## src/rtl/mips_ctrl_pkg.sv

```systemverilog
// Shared constants for the MIPS memory sequencer: opcode values, SIZE
// encodings and the sequencer state enum.
package mips_ctrl_pkg;

  localparam int unsigned OPCODE_W = 6;
  localparam int unsigned SIZE_W   = 2;

  localparam logic [OPCODE_W-1:0] OP_RTYPE = 6'b000000;
  localparam logic [OPCODE_W-1:0] OP_LB    = 6'b100000;
  localparam logic [OPCODE_W-1:0] OP_LH    = 6'b100001;
  localparam logic [OPCODE_W-1:0] OP_LW    = 6'b100011;
  localparam logic [OPCODE_W-1:0] OP_SW    = 6'b101011;

  localparam logic [SIZE_W-1:0] SIZE_BYTE = 2'b00;
  localparam logic [SIZE_W-1:0] SIZE_HALF = 2'b01;
  localparam logic [SIZE_W-1:0] SIZE_WORD = 2'b10;

  typedef enum logic [1:0] {
    ST_IDLE = 2'd0,
    ST_XFER = 2'd1,
    ST_DONE = 2'd2
  } state_t;

endpackage

```

## src/rtl/mips_opcode_decode.sv

```systemverilog
// Combinational opcode classifier for the memory sequencer.
// Ports:
//   opcode     - 6-bit MIPS primary opcode
//   is_mem     - opcode is a supported load/store
//   is_write   - opcode is a store
//   size       - access size encoding (byte/half/word)
//   is_illegal - opcode is neither a supported memory op nor R-type
module mips_opcode_decode
  import mips_ctrl_pkg::*;
(
  input  logic [OPCODE_W-1:0] opcode,
  output logic                is_mem,
  output logic                is_write,
  output logic [SIZE_W-1:0]   size,
  output logic                is_illegal
);

  // R-type falls through with every flag low: accepted but no memory access.
  always_comb begin
    is_mem     = 1'b0;
    is_write   = 1'b0;
    size       = SIZE_BYTE;
    is_illegal = 1'b0;
    case (opcode)
      OP_LW: begin
        is_mem = 1'b1;
        size   = SIZE_WORD;
      end
      OP_SW: begin
        is_mem   = 1'b1;
        is_write = 1'b1;
        size     = SIZE_WORD;
      end
      OP_LB: begin
        is_mem = 1'b1;
      end
      OP_LH: begin
        is_mem = 1'b1;
        size   = SIZE_HALF;
      end
      OP_RTYPE: begin
      end
      default: begin
        is_illegal = 1'b1;
      end
    endcase
  end

endmodule

```

## src/rtl/mips_mem_sequencer.sv

```systemverilog
// Memory access sequencer: accepts one load/store opcode at a time and
// drives a (possibly multi-beat) memory request until the last beat is
// acknowledged, then pulses DONE for one cycle.
// Optional feature: define MIPS_SEQ_TIMEOUT_EN to abort a transfer with
// DONE+ERR after TIMEOUT_CYC consecutive cycles without MEM_ACK.
// Ports:
//   clk, rst_n         - clock, synchronous active-low reset
//   OPCODE, OP_VALID   - opcode input and its valid
//   OP_READY           - high only while idle
//   MEM_ACK            - memory accepted/returned the current beat
//   ENABLE/WRITE/SIZE  - memory request qualifiers
//   BURST, BUSY, BEAT  - transfer status and current beat index
//   DONE, ILLEGAL, ERR - single-cycle event pulses
module mips_mem_sequencer
  import mips_ctrl_pkg::*;
#(
  parameter int unsigned BURST_LEN   = 4,
  parameter int unsigned TIMEOUT_CYC = 64,
  parameter int unsigned CNT_W       = $clog2(BURST_LEN) + 1
) (
  input  logic                clk,
  input  logic                rst_n,
  input  logic [OPCODE_W-1:0] OPCODE,
  input  logic                OP_VALID,
  output logic                OP_READY,
  input  logic                MEM_ACK,
  output logic                ENABLE,
  output logic                WRITE,
  output logic                BURST,
  output logic                BUSY,
  output logic [SIZE_W-1:0]   SIZE,
  output logic [CNT_W-1:0]    BEAT,
  output logic                DONE,
  output logic                ILLEGAL,
  output logic                ERR
);

  if (BURST_LEN < 1 || BURST_LEN > 16) begin : g_bad_burst
    $error("BURST_LEN out of range 1..16");
  end
  if (TIMEOUT_CYC < 1) begin : g_bad_timeout
    $error("TIMEOUT_CYC must be at least 1");
  end

  state_t              state_q, state_d;
  logic [CNT_W-1:0]    last_q, last_d;
  logic                op_ready_d, enable_d, write_d, burst_d, busy_d;
  logic                done_d, illegal_d, err_d, timeout_c;
  logic [SIZE_W-1:0]   size_d;
  logic [CNT_W-1:0]    beat_d;
  logic                dec_is_mem, dec_is_write, dec_is_illegal;
  logic [SIZE_W-1:0]   dec_size;

  mips_opcode_decode u_decode (
    .opcode     (OPCODE),
    .is_mem     (dec_is_mem),
    .is_write   (dec_is_write),
    .size       (dec_size),
    .is_illegal (dec_is_illegal)
  );

`ifdef MIPS_SEQ_TIMEOUT_EN
  localparam int unsigned TO_W = $clog2(TIMEOUT_CYC) + 1;
  logic [TO_W-1:0] to_cnt_q;

  // Consecutive XFER cycles without an ack; cleared by any ack or on leaving XFER.
  always_ff @(posedge clk) begin
    if (!rst_n || state_q != ST_XFER || MEM_ACK) begin
      to_cnt_q <= '0;
    end else begin
      to_cnt_q <= to_cnt_q + TO_W'(1);
    end
  end

  assign timeout_c = (state_q == ST_XFER) && !MEM_ACK &&
                     (to_cnt_q == TO_W'(TIMEOUT_CYC - 1));
`else
  assign timeout_c = 1'b0;
`endif

  // Next-state and next-output logic; outputs hold unless a transition updates them.
  always_comb begin
    state_d    = state_q;
    last_d     = last_q;
    op_ready_d = OP_READY;
    enable_d   = ENABLE;
    write_d    = WRITE;
    burst_d    = BURST;
    busy_d     = BUSY;
    size_d     = SIZE;
    beat_d     = BEAT;
    done_d     = 1'b0;
    illegal_d  = 1'b0;
    err_d      = 1'b0;
    case (state_q)
      ST_IDLE: begin
        if (OP_VALID && OP_READY) begin
          if (dec_is_mem) begin
            state_d    = ST_XFER;
            op_ready_d = 1'b0;
            enable_d   = 1'b1;
            busy_d     = 1'b1;
            write_d    = dec_is_write;
            size_d     = dec_size;
            beat_d     = '0;
            burst_d    = (dec_size == SIZE_WORD) && (BURST_LEN > 1);
            last_d     = (dec_size == SIZE_WORD) ? CNT_W'(BURST_LEN - 1) : '0;
          end else if (dec_is_illegal) begin
            illegal_d = 1'b1;
          end
        end
      end
      ST_XFER: begin
        if ((MEM_ACK && BEAT == last_q) || timeout_c) begin
          state_d  = ST_DONE;
          enable_d = 1'b0;
          write_d  = 1'b0;
          burst_d  = 1'b0;
          size_d   = SIZE_BYTE;
          done_d   = 1'b1;
          err_d    = timeout_c;
        end else if (MEM_ACK) begin
          beat_d = BEAT + CNT_W'(1);
        end
      end
      ST_DONE: begin
        state_d    = ST_IDLE;
        busy_d     = 1'b0;
        op_ready_d = 1'b1;
        beat_d     = '0;
      end
      default: begin
        state_d = ST_IDLE;
      end
    endcase
  end

  // State and registered outputs; reset aborts any transfer silently.
  always_ff @(posedge clk) begin
    if (!rst_n) begin
      state_q  <= ST_IDLE;
      last_q   <= '0;
      OP_READY <= 1'b1;
      ENABLE   <= 1'b0;
      WRITE    <= 1'b0;
      BURST    <= 1'b0;
      BUSY     <= 1'b0;
      SIZE     <= SIZE_BYTE;
      BEAT     <= '0;
      DONE     <= 1'b0;
      ILLEGAL  <= 1'b0;
      ERR      <= 1'b0;
    end else begin
      state_q  <= state_d;
      last_q   <= last_d;
      OP_READY <= op_ready_d;
      ENABLE   <= enable_d;
      WRITE    <= write_d;
      BURST    <= burst_d;
      BUSY     <= busy_d;
      SIZE     <= size_d;
      BEAT     <= beat_d;
      DONE     <= done_d;
      ILLEGAL  <= illegal_d;
`ifdef MIPS_SEQ_TIMEOUT_EN
      ERR      <= err_d;
`else
      ERR      <= 1'b0;
`endif
    end
  end

`ifndef MIPS_SEQ_TIMEOUT_EN
  logic unused_err;
  assign unused_err = err_d;
`endif

endmodule

```

## config.mk

```make
export PLATFORM = sky130hd
export DESIGN_NAME = mips_mem_sequencer
export DESIGN_NICKNAME = d
export VERILOG_FILES = /design/src/rtl/mips_ctrl_pkg.sv /design/src/rtl/mips_opcode_decode.sv /design/src/rtl/mips_mem_sequencer.sv
export SDC_FILE = /design/constraint.sdc
export NUM_CORES = 1
export LEC_CHECK = 0
export ABC_AREA = 1
export BUFFER_PORTS_ARGS = -buffer_cell sky130_fd_sc_hd__buf_4
export CAP_MARGIN = 30
export CELL_PAD_IN_SITES_DETAIL_PLACEMENT = 2
export CELL_PAD_IN_SITES_GLOBAL_PLACEMENT = 2
export CORE_MARGIN = 3
export CORE_UTILIZATION = 27
export DETAILED_ROUTE_END_ITERATION = 7
export PLACE_DENSITY = 0.87
export SLEW_MARGIN = 20
export SYNTH_ARGS = -nofsm -noshare
export SYNTH_HDL_FRONTEND = slang
export SYNTH_SLANG_ARGS = --single-unit
```

## constraint.sdc

```tcl
create_clock -name clk -period 1.43 [get_ports clk]
set_input_delay 0.0715 -clock clk [delete_from_list [all_inputs] [get_ports clk]]
set_output_delay 0.0715 -clock clk [all_outputs]
set_load 0.01 [all_outputs]
```

Yosys cells after proc, flatten, opt, wreduce, memory -nomap -nowiden
Index checks and enable logic that the tools add are counted.
- word-level logic and storage cells: 78
- flip-flop bits (word level): 17
- output and inout port bits: 13
- bits of input ports: 10
- $add $sub $neg: 1
- bitwise logic cells: 3
- mux-type cells: 33
- reductions and logical operators: 17
- eq/ne operators: 13
- operators with widths (kind ; count):
    6-bit equality test (second input constant) ; 4
    2-bit 2-to-1 mux ; 7
    1-bit 2-to-1 mux ; 13
    3-bit 2-to-1 mux ; 4
    2-bit one-hot mux with 2 select lines ; 3
    2-bit != test (second input constant) ; 5
    1-bit one-hot mux with 2 select lines ; 5
    3-bit one-hot mux with 3 select lines ; 1
    3-bit AND reduction ; 3
    4-bit OR reduction ; 2
    6-bit zero test ; 1
    5-bit AND reduction ; 1
    5-bit OR reduction ; 1
    2-bit equality test (second input constant) ; 2
    4-bit AND reduction ; 1
    2-bit nonzero test ; 2
    3-bit by 1-bit adder with 3-bit output (second input constant) ; 1
    3-bit equality test ; 1
    1-bit NOT ; 3
    3-bit nonzero test ; 1
    2-bit by 1-bit equality test with 1-bit output (second input constant) ; 1
    1-bit logical AND ; 2
    2-bit zero test ; 1
    2-bit AND reduction ; 1
    2-bit OR reduction ; 1

Longest topological paths before layout
- depth after elaboration: 7
- mapped depth: 9

Hierarchy
A second synthesis with hierarchy kept.
- cell total of the unflattened synthesis: 107
- area total of the unflattened synthesis: 748.2 µm²
- modules (own cells, without submodules) (module ; cells an instance ; times used ; area an instance (µm²) ; seq. area each (µm²)):
    mips_mem_sequencer ; 84 ; 1 ; 638.1 ; 300.3
    mips_opcode_decode ; 23 ; 1 ; 110.1 ; 0.0

Worst setup path after synthesis
Ideal clock, no wire load.
- path kind: flip-flop to flip-flop
- from: register BEAT[0]
- to: register BEAT[0]
- library setup time: 0.111 ns
- data arrival time: 1.126 ns
- setup slack: 0.194 ns
- cell stages (with the launch flop): 9
- cell sequence: dfxtp_1 > inv_1 > o21ai_1 > nand3_1 > nand2_1 > nand2_1 > nand3_2 > and2_1 > nor2_1
- cells in the longest elaborated chain, start to end: 4
- RTL lines (item ; line ; text):
    start, declared ; mips_mem_sequencer.sv:32 ; output logic [CNT_W-1:0] BEAT,
    start signal, assigned ; mips_mem_sequencer.sv:162 ; BEAT <= beat_d;
    3-bit by 1-bit adder with 3-bit output / 3-bit equality test (equally long branches) ; mips_mem_sequencer.sv:123, mips_mem_sequencer.sv:114 ;
    3-bit 2-to-1 mux / 1-bit logical AND (equally long branches) ; mips_mem_sequencer.sv:122, mips_mem_sequencer.sv:114 ;
    3-bit 2-to-1 mux / 2-bit != test (equally long branches) ; - ;
    3-bit one-hot mux with 3 select lines / 5-bit AND reduction (equally long branches) ; - ;
Parallel ways exist; a longest one is shown, timed or not. The select of a mux whose other input is x is not followed.
A chain may end at the register's enable or synchronous reset.

Worst setup path after layout
- from: register last_q[0]
- to: register BEAT[0]
- cells in the longest elaborated chain, start to end: 4
- RTL lines (item ; line ; text):
    start, declared ; mips_mem_sequencer.sv:46 ; logic [CNT_W-1:0] last_q, last_d;
    start signal, assigned ; mips_mem_sequencer.sv:155 ; last_q <= last_d;
    3-bit equality test ; mips_mem_sequencer.sv:114 ; if ((MEM_ACK && BEAT == last_q) || timeout_c) begin
    1-bit logical AND ; mips_mem_sequencer.sv:114 ;
    2-bit != test (no source line) ; - ;
    5-bit AND reduction (no source line) ; - ;
No other way between the ends.

==> results.json <==
{
  "status": "completed",
  "fill_cells": 361,
  "synthCells": 119,
  "synth_top_family_by_area": "simple AND/OR/NAND/NOR gates",
  "synthXorXnorAreaFrac": 0,
  "synth_area_per_cell_um2": 6.98,
  "diodes": 0,
  "required_ns": 1.62,
  "synthAdderAreaFrac": 0.0151,
  "hpwlAfterDp_um": 1960,
  "clock.fmax_mhz": 767,
  "ant_nets": 0,
  "path_cells": "nand2_1 > nand2_1 > nand3_1 > nand2_1 > nand2_1 > nand3_4 > and2_1 > nor2_1",
  "path_clk_slew_ns": 0.09,
  "htreeDepth": 1,
  "synth_compound_area_frac": 0.0663,
  "cts_max_path_buffers": 2,
  "drt_first_iter_violations": 11,
  "nets": 155,
  "ys_seq_elements": 15,
  "syn2layout_area_growth_pct": 28.0,
  "critical_path.slowest_cell": "dfxtp_1",
  "antenna_found_initial": 0,
  "hold_viol": 0,
  "synthSimpleGateAreaFrac": 0.449,
  "tritoncts": "done",
  "grt_max_degree": 9,
  "num_vias": 823,
  "initial_core_util": 0.291,
  "cts_hold_buffers": 0,
  "rsz0062_at_grt": "false",
  "pin_count": 23,
  "die_area_um2": 3780,
  "ff2ff_setup_slack_ns": 0.13,
  "min_path_type": "primary input to flop",
  "cts_root_buffer": "clkbuf_4",
  "worstSetupStartpointType": "flop",
  "largest_register_ffs": 3,
  "grt_overflow": 0,
  "synth_cell_types": 24,
  "worstPathMaxFanout": 5,
  "syn-num-nets": 130,
  "yosys_warnings": 0,
  "io_buffers": 21,
  "whs_ns": 0.0578,
  "critPathCaptureType": "flop",
  "core_area_um2": 2850,
  "multi_input_area_um2": 458,
  "period_share": 0.911,
  "drc_errors": 0,
  "placementRows": 19,
  "die_height_um": 61.5,
  "gp_congestion": 0.765,
  "grt_pass1_vias": 824,
  "synthMuxAreaShare": 0,
  "seq_area_frac_synth": 0.361,
  "layout_min_cycle_time_ns": 1.30,
  "syn_area_um2": 831,
  "drv_slew": 0,
  "max_stage_delay_ns": 0.40,
  "clock_skew_ns": 0.00443,
  "cts.sinks": 15,
  "wl_um": 2380,
  "drt-pass1-iter-count": 4,
  "cap_violations": 0,
  "critPathKind": "flop to flop",
  "largestRegisters": "BEAT x3, SIZE x2, state_q x2",
  "power.density_nw_per_um2": 787,
  "ir_worst_vdd_mv": 0.513,
  "insertion_delay_ns": 0.28,
  "vias_per_cell": 4.73,
  "setup_viol": 0,
  "top_register": "BEAT",
  "dieWidth_um": 61.5,
  "seq_area_um2": 304,
  "leakage_nw": 0.499,
  "cpMostUsedCell": "nand2_1",
  "setup-tns-final_ns": 0,
  "cts_made_buffers": 3,
  "grt_pass1_wl_um": 3870,
  "avgRoutedWirePerCell_um": 13.7,
  "critPathArrivalTime_ns": 1.49,
  "drive_gt1_frac": 0.301,
  "grt_use_total": 0.142
}
synth_stat cells, drive strengths merged:
master / number / area, µm²
buf: 1 / 7.51
o21ai: 2 / 10.0
and2: 1 / 6.26
nand2: 33 / 136
inv: 21 / 78.8
nand4: 6 / 67.6
nand3: 7 / 52.6
dfxtp: 15 / 300
ha: 1 / 12.5
o211ai: 1 / 7.51
nor2: 22 / 105
a21oi: 6 / 30.0
nor3: 1 / 5.00
conb: 1 / 3.75
o31ai: 1 / 7.51
cell type report:
class | instances | area share
flip-flops and latches | 15 | 0.286
repair buffers | 21 | 0.148
multi-input cells | 82 | 0.431
clock buffers | 4 | 0.0247
inverters | 21 | 0.0741
well taps | 31 | 0.0365
metrics by stage:
step	worst slack, ns	power (mW)	util	instance area (µm²)	std cells
detailed placement	0.0196	0.601	0.357	1020	170
finish	0.127	0.837	0.373	1060	174
global placement	0.110	0.592	0.357	1020	170
global route	0.00154	0.893	0.373	1060	174
CTS	0.0782	0.849	0.368	1050	174
floorplan	0.194	0.535	-	831	119
power by group:
group / internal, mW / total [mW] / switching (mW) / leakage [nW]
logic: 0.0624 / 0.152 / 0.0893 / 0.361
clock network: 0.108 / 0.244 / 0.135 / 0.0150
registers: 0.432 / 0.442 / 0.0104 / 0.123
total: 0.602 / 0.837 / 0.235 / 0.499
layer usage:
layer  wire [µm]  global-route usage  up-vias
met2        1280               0.248       16
met1         980               0.167      389
met4          19              0.0364        0
met5           0                   0        -
met3         101              0.0482        2
li1            -                   -      416
cell usage in the layout (no fill, tap or decap):
cell type,Yosys,layout
inv_1,19,19
nor2_4,2,2
o21ai_2,0,1
nor3_1,1,1
inv_2,2,2
clkbuf_1,0,1
nand2_1,30,30
o31ai_1,1,1
a21oi_1,6,6
dfxtp_2,0,3
nand2_2,2,2
nand3_4,1,2
o21ai_0,1,1
buf_4,1,21
and2_1,1,1
ha_1,1,1
dfxtp_1,15,12
nor2_1,17,16
nand3_1,5,5
clkbuf_4,0,3
nor2_2,3,4
nand4_1,4,4
o211ai_1,1,1
nand4_4,2,2
conb_1,1,1
nand2_4,1,1
logic make-up after synthesis:
kind of cell	count (synthesis)
adder cells (fa/ha/maj)	1
other	1
AND/OR/NAND/NOR	70
flip-flops	15
buffers and inverters	22
AO/OA/AOI/OAI	10
critical path: cells and delay by family, from the launching register on:
family	cells	cell delay (ns)
and+or+nand+nor	8	0.82
DFF	1	0.40
what timing repair did:
action | in CTS | in global routing
gates resized for setup | 1 | 5
setup endpoints to repair | 1 | 4
buffers inserted | 0 | 0
path summary, 6_finish.rpt:
check / start / end / cells past startpoint
max: last_q[0] / BEAT[0] / 8
min: rst_n / BEAT[1] / 3
max reg2reg: last_q[0] / BEAT[0] / 8
min reg2reg: BUSY / BUSY / 2
No activity file was read; power rests on OpenSTA's default activity.
